[config.mk]
export PLATFORM = sky130hd
export DESIGN_NAME = pll_reset_seq
export DESIGN_NICKNAME = d
export VERILOG_FILES = /design/src/rtl/pll_reset_seq.sv
export SDC_FILE = /design/constraint.sdc
export NUM_CORES = 1
export LEC_CHECK = 0
export CAP_MARGIN = 20
export CORE_UTILIZATION = 30
export DETAILED_ROUTE_END_ITERATION = 12
export GPL_ROUTABILITY_DRIVEN = 1
export MAX_ROUTING_LAYER = met4
export PLACE_DENSITY = 0.47
export REMOVE_ABC_BUFFERS = 1
export SLEW_MARGIN = 20
export SYNTH_ARGS = -nofsm -noshare
export SYNTH_HDL_FRONTEND = slang
export SYNTH_SLANG_ARGS = --single-unit
export TNS_END_PERCENT = 50
[constraint.sdc]
create_clock -name clk -period 4.6 [get_ports clk]
set_clock_uncertainty 0.15 [all_clocks]
set_input_delay 0.92 -clock clk [delete_from_list [all_inputs] [get_ports clk]]
set_output_delay 0.92 -clock clk [all_outputs]
set_load 0.02 [all_outputs]
[src/rtl/pll_reset_seq.sv]
// PLL lock sequencer: synchronizes pll_lock, waits for a stable settle period, then releases
// sys_rst and runs a ce divider. Optional PLL_RELOCK_EN adds a lock-loss timeout that pulses pll_reset.
module pll_reset_seq #(
    parameter int SETTLE_CYCLES  = 1024,
    parameter int CE_DIV         = 2,
    parameter int RELOCK_TIMEOUT = 65536,
    parameter int PLL_RST_CYCLES = 16
) (
    input  logic clk,
    input  logic reset,
    input  logic pll_lock,
    input  logic hold_req,
    output logic sys_rst,
    output logic ce,
    output logic ready,
    output logic pll_reset
);
    localparam int SET_W = $clog2(SETTLE_CYCLES) + 1;
    localparam int DIV_W = $clog2(CE_DIV) + 1;
    localparam logic [SET_W-1:0] SET_LAST = SET_W'(SETTLE_CYCLES - 1);
    localparam logic [DIV_W-1:0] DIV_LAST = DIV_W'(CE_DIV - 1);

    generate
        if (SETTLE_CYCLES < 1 || CE_DIV < 1 || RELOCK_TIMEOUT < 1 || PLL_RST_CYCLES < 1) begin : g_bad_params
            $error("pll_reset_seq: all cycle-count parameters must be >= 1");
        end
    endgenerate

`ifdef PLL_RELOCK_EN
    typedef enum logic [1:0] {ST_WAIT_LOCK, ST_SETTLE, ST_RUN, ST_PLL_RST} state_t;

    localparam int TO_W = $clog2(RELOCK_TIMEOUT) + 1;
    localparam int PR_W = $clog2(PLL_RST_CYCLES) + 1;
    localparam logic [TO_W-1:0] TO_LAST = TO_W'(RELOCK_TIMEOUT - 1);
    localparam logic [PR_W-1:0] PR_LAST = PR_W'(PLL_RST_CYCLES - 1);

    logic [TO_W-1:0] to_cnt_q, to_cnt_d;
    logic [PR_W-1:0] prst_cnt_q, prst_cnt_d;
    logic            pll_reset_q, pll_reset_d;
`else
    typedef enum logic [1:0] {ST_WAIT_LOCK, ST_SETTLE, ST_RUN} state_t;
`endif

    state_t          state_q, state_d;
    logic [1:0]      sync_q, sync_d;
    logic [SET_W-1:0] settle_cnt_q, settle_cnt_d;
    logic [DIV_W-1:0] div_q, div_d;
    logic            sys_rst_q, sys_rst_d;
    logic            ce_q, ce_d;
    logic            ready_q, ready_d;
    logic            lock_s;

    assign lock_s = sync_q[1];

    always_comb begin
        sync_d       = {sync_q[0], pll_lock};
        state_d      = state_q;
        settle_cnt_d = '0;
        div_d        = '0;
`ifdef PLL_RELOCK_EN
        to_cnt_d     = '0;
        prst_cnt_d   = '0;
`endif
        case (state_q)
            ST_WAIT_LOCK: begin
                if (lock_s && !hold_req) begin
                    state_d = ST_SETTLE;
                end
`ifdef PLL_RELOCK_EN
                if (!lock_s) begin
                    if (to_cnt_q == TO_LAST) begin
                        state_d = ST_PLL_RST;
                    end else begin
                        to_cnt_d = to_cnt_q + 1'b1;
                    end
                end
`endif
            end
            ST_SETTLE: begin
                // hold_req leaves the counter at its cleared default and stays here
                if (!lock_s) begin
                    state_d = ST_WAIT_LOCK;
                end else if (!hold_req) begin
                    if (settle_cnt_q == SET_LAST) begin
                        state_d = ST_RUN;
                    end else begin
                        settle_cnt_d = settle_cnt_q + 1'b1;
                    end
                end
            end
            ST_RUN: begin
                if (!lock_s) begin
                    state_d = ST_WAIT_LOCK;
                end else if (hold_req) begin
                    state_d = ST_SETTLE;
                end else if (div_q != DIV_LAST) begin
                    div_d = div_q + 1'b1;
                end
            end
`ifdef PLL_RELOCK_EN
            ST_PLL_RST: begin
                if (prst_cnt_q == PR_LAST) begin
                    state_d = ST_WAIT_LOCK;
                end else begin
                    prst_cnt_d = prst_cnt_q + 1'b1;
                end
            end
`endif
            default: state_d = ST_WAIT_LOCK;
        endcase

        // Outputs are registered from the next state so they change together with it
        sys_rst_d = (state_d != ST_RUN);
        ready_d   = (state_d == ST_RUN);
        ce_d      = ready_d && (div_d == DIV_LAST);
`ifdef PLL_RELOCK_EN
        pll_reset_d = (state_d == ST_PLL_RST);
`endif
    end

    always_ff @(posedge clk or posedge reset) begin
        if (reset) begin
            state_q      <= ST_WAIT_LOCK;
            sync_q       <= '0;
            settle_cnt_q <= '0;
            div_q        <= '0;
            sys_rst_q    <= 1'b1;
            ce_q         <= 1'b0;
            ready_q      <= 1'b0;
        end else begin
            state_q      <= state_d;
            sync_q       <= sync_d;
            settle_cnt_q <= settle_cnt_d;
            div_q        <= div_d;
            sys_rst_q    <= sys_rst_d;
            ce_q         <= ce_d;
            ready_q      <= ready_d;
        end
    end

`ifdef PLL_RELOCK_EN
    always_ff @(posedge clk or posedge reset) begin
        if (reset) begin
            to_cnt_q    <= '0;
            prst_cnt_q  <= '0;
            pll_reset_q <= 1'b0;
        end else begin
            to_cnt_q    <= to_cnt_d;
            prst_cnt_q  <= prst_cnt_d;
            pll_reset_q <= pll_reset_d;
        end
    end

    assign pll_reset = pll_reset_q;
`else
    assign pll_reset = 1'b0;
`endif

    assign sys_rst = sys_rst_q;
    assign ce      = ce_q;
    assign ready   = ready_q;

endmodule

After elaboration in Yosys (flattened, before gate mapping)
Cells that the tools add are included.

Bits in registers: 20. Input port bits: 4. Output and inout port bits: 4. Word-level logic and storage cells: 35.

$add $sub $neg: 2. Equal/unequal tests: 7. Mux-type cells: 15. Reduce and logical (&&, ||, !) cells: 4.

Operator list (number): 2-to-1 mux 11 bit (4); 2-to-1 mux 2 bit (10); adder 11 x 1 -> 11 bit (second input constant) (1); equality test 11 x 10 -> 1 bit (second input constant) (1); one-hot mux 2 bit (3 select lines) (1); equality test 2 x 1 -> 1 bit (second input constant) (2); equality test 2 bit (second input constant) (2); adder 2 x 1 -> 2 bit (second input constant) (1); logical AND 1 bit (2); logical NOT 2 bit (1); != test 2 x 1 -> 1 bit (second input constant) (1); != test 2 bit (second input constant) (1); logical NOT 1 bit (1).

Longest topological paths before layout
Depth in word-level cells: 7. Mapped depth: 5.

Worst setup path before layout
OpenSTA, ideal clock, no wires.

Path kind: input -> register. Start: input hold_req. End: register settle_cnt_q[10]. Library setup time: 0.065 ns. Data arrival time: 1.656 ns. Required time: 4.385 ns. Path slack: 2.729 ns. Stages: 3. Path buffers: 0. Path through: nand2b_1 nor3b_1 o311a_2.

Cells in the longest elaborated chain, start to end: 3.

RTL lines: from (decl) (RTL line 12) `input logic hold_req,`; 2-to-1 mux 11 bit (RTL line 83) `end else if (!hold_req) begin`; 2-to-1 mux 11 bit (RTL line 81) `if (!lock_s) begin`; 2-to-1 mux 11 bit (RTL line 64) `case (state_q)`; named net settle_cnt_d[10] (RTL line 46) `logic [SET_W-1:0] settle_cnt_q, settle_cnt_d;`; to (signal assigned) (RTL line 133) `settle_cnt_q <= settle_cnt_d;`; to (decl) (RTL line 46).

The timed path passes the listed nets, and every way through them passes these cells.

Worst setup path in the final report
Start: register sys_rst_q, in the netlist sys_rst. End: output sys_rst.

RTL lines: from (decl) (RTL line 48) `logic sys_rst_q, sys_rst_d;`; from (signal assigned) (RTL line 135) `sys_rst_q <= sys_rst_d;`; to (decl) (RTL line 13) `output logic sys_rst,`.

No word-level cell between the ends.

==> impl_metrics.tcl <==
set metrics [dict create \
    status "completed" \
    holdPathEnd "sync_q[1]" \
    power.switching_uw 63.6 \
    min_from "sync_q[0]" \
    die-area_sq_um 3180 \
    reg2reg_from "settle_cnt_q[0]" \
    hpwl_um 995 \
    cp_slowest_cell "clkdlybuf4s50_1" \
    antenna_cells 0 \
    final_core_util_pct 36.2 \
    drv_cap 0 \
    antenna_found_initial 0 \
    cts-root-buf "clkbuf_4" \
    die_w_um 56.4 \
    clk_pin_slew_ps 110 \
    worst-path-buf-inv 1 \
    cts_post_setup_buffers_inserted 0 \
    internal-power_uw 230 \
    yosysWarnings 0 \
    grt_util_met3_pct 4.84 \
    cts_tree "yes" \
    synthTopCellsByArea "dfrtp_1 54%, dfstp_2 3.0%, nor3_1 2.8%" \
    syn_area_sq_um 888 \
    setup_violations 0 \
    routedWlPerCell_um 12.6 \
    worst_pin_slew_ps 784 \
    period_minus_slack_ps 2490 \
    core_sq_um 2780 \
    r2r_slack_ps 2530 \
    final_cell_mix "19 x dfrtp_1, 6 x clkdlybuf4s50_1, 5 x nor3_1" \
    synth-seq-cells 20 \
    setup_tns_ps 0 \
    path_max_fanout 1 \
    max_stage_delay_ps 590 \
    cts_made_buffers 3 \
    period_share_pct 54.2 \
    yosys.area.top_type "dfrtp_1" \
    path_delay_family "buffers and inverters" \
    overflow 0 \
    cts_resized 0 \
    start_util_pct 31.9 \
    cp_cell_sequence "clkdlybuf4s50_1" \
    synth_top_area_share_pct 53.5 \
    design_area_sq_um 1010 \
    use_met1_pct 16.2 \
    cp-end-kind "primary output" \
    fillers 278 \
    grt_start_max_net_pins 21 \
    fin_nets 92 \
    slew_violations 0 \
    antenna_left 0 \
    hold_path.class "flip-flop to flip-flop" \
    first_pass_iters 4 \
    drive_above_1_share_pct 14.0 \
    ir_worst_vdd_mv 0.189 \
    drc_errors 0 \
    rr_endpoint "settle_cnt_q[5]" \
    p_leak_uw 0.000406 \
    worst-r2r-cell-count 5 \
    row_count 19 \
    viasPerCell 5.18 \
    ys_seq_area_share_pct 56.5 \
    first_iter_violations 10 \
    worst_skew_pair.late_latency_ps 300 \
    syn_inst 78 \
    swShare_pct 21.7 \
    gr-usage-met2_pct 14.1 \
    seqPwrFrac_pct 61.0 \
    syn_avg_cell_area_sq_um 11.4 \
    cts.sinks 20 \
    grt_use_total_pct 11.4 \
    whs_path_depth 0 \
    worstPathRequired_ps 3530 \
    h-tree-depth 1 \
    synth_cell_types 34 \
    vias 606 \
    grt_pass1_vias 559 \
    max-slew-margin-rel_pct 47.7 \
    cts_buffer_depth 2 \
    area_growth_pct 13.4 \
    cp.arrival_ps 1420 \
    rsz0062_at_grt "no" \
    grt_pass1_wl_um 2650 \
    cts_hold_buffers 0 \
    portBuffers 6 \
    p_total_uw 294 \
    final_common_cell "dfrtp_1" \
    pwr-share-comb_pct 3.9 \
    p_clk_share_pct 35.1 \
    grt.busiest_layer "met1" \
    power_density_nw_per_um2 292 \
    ios 8 \
    chipHeight_um 56.4 \
    wl_um 1480 \
    fmax_mhz 401 \
    worstSetupPathDepth 1 \
    cp-start-kind "flip-flop" \
    report.final.hold_viol_count 0 \
    dpl_cell_area_sq_um 971 \
    path_class "flip-flop to primary output" \
    gp_congestion 0.710 \
]
-- worst max-delay path by stage --
stage	startpoint	endpoint	slack [ps]
after floorplan	settle_cnt_q[0]	state_q[0]	2730
after global placement	hold_req	settle_cnt_q[5]	2190
after detailed placement	hold_req	settle_cnt_q[10]	2140
after CTS	sys_rst	sys_rst	2100
after global routing	sys_rst	sys_rst	2070
final	sys_rst	sys_rst	2110
-- sequential cells by signal, summed over array words and instances (netlist names) --
signal        count
settle_cnt_q     11
div_q             2
state_q           2
sync_q            2
ce                1
ready             1
sys_rst           1
-- synthesized netlist by cell type --
library cell	instances
buf_2	1
dfrtp_1	19
o311a_2	1
dfstp_2	1
inv_1	4
buf_6	1
ha_1	1
nor3_1	5
o2111ai_1	1
xnor2_1	1
a31oi_1	1
o21ai_0	2
a211oi_1	3
xor2_1	2
a211oi_2	1
or4_4	1
nor4_1	1
nand2_1	4
nand4_1	2
nand2b_1	2
a21oi_1	2
nor2_1	1
buf_4	1
conb_1	1
o31ai_1	3
or3_1	2
a21o_1	2
or4_1	2
and2_1	1
nor4_2	1
nor3b_1	2
or3b_2	1
nand3_1	4
nand3_2	1
-- logic make-up after synthesis --
group	count (synthesis)	share of synthesized area, %
compound gates	16	13.4
xor+xnor	3	2.96
fa+ha+maj	1	1.41
buf+inv	7	4.37
flops	20	56.5
other cells	1	0.422
simple gates	30	21.0
-- metrics by stage --
stage,instances,hold WS (ps),worst slack [ps]
2_1_floorplan,75,181,2730
3_3_place_gp,113,181,2190
3_5_place_dp,113,185,2140
4_1_cts,117,213,2100
5_1_grt,117,219,2070
6_report,117,210,2110
-- power groups by stage --
stage | sequential [uW] | combinational, uW | clock, uW
3_3_place_gp | 183 | 11.6 | 0
5_1_grt | 180 | 12.9 | 115
4_1_cts | 179 | 11.8 | 108
6_report | 179 | 11.5 | 103
3_5_place_dp | 183 | 11.8 | 0
2_1_floorplan | 182 | 7.21 | 0
-- metal layers --
metal / vias to the layer above / share of wire [%]
met5: - / 0
li1: 303 / -
met2: 11 / 42
met1: 290 / 52
met4: 0 / 0.95
met3: 2 / 4.2
-- layout make-up --
type,count,area [sq um],share of cell area (%)
Sequential cell,20,502,49.8
Multi-Input combinational cell,51,348,34.5
Timing Repair Buffer,7,67.6,6.71
Tap cell,31,38.8,3.85
Clock buffer,4,36.3,3.60
Inverter,4,15.0,1.49
Power figures use the tool's default switching activity.
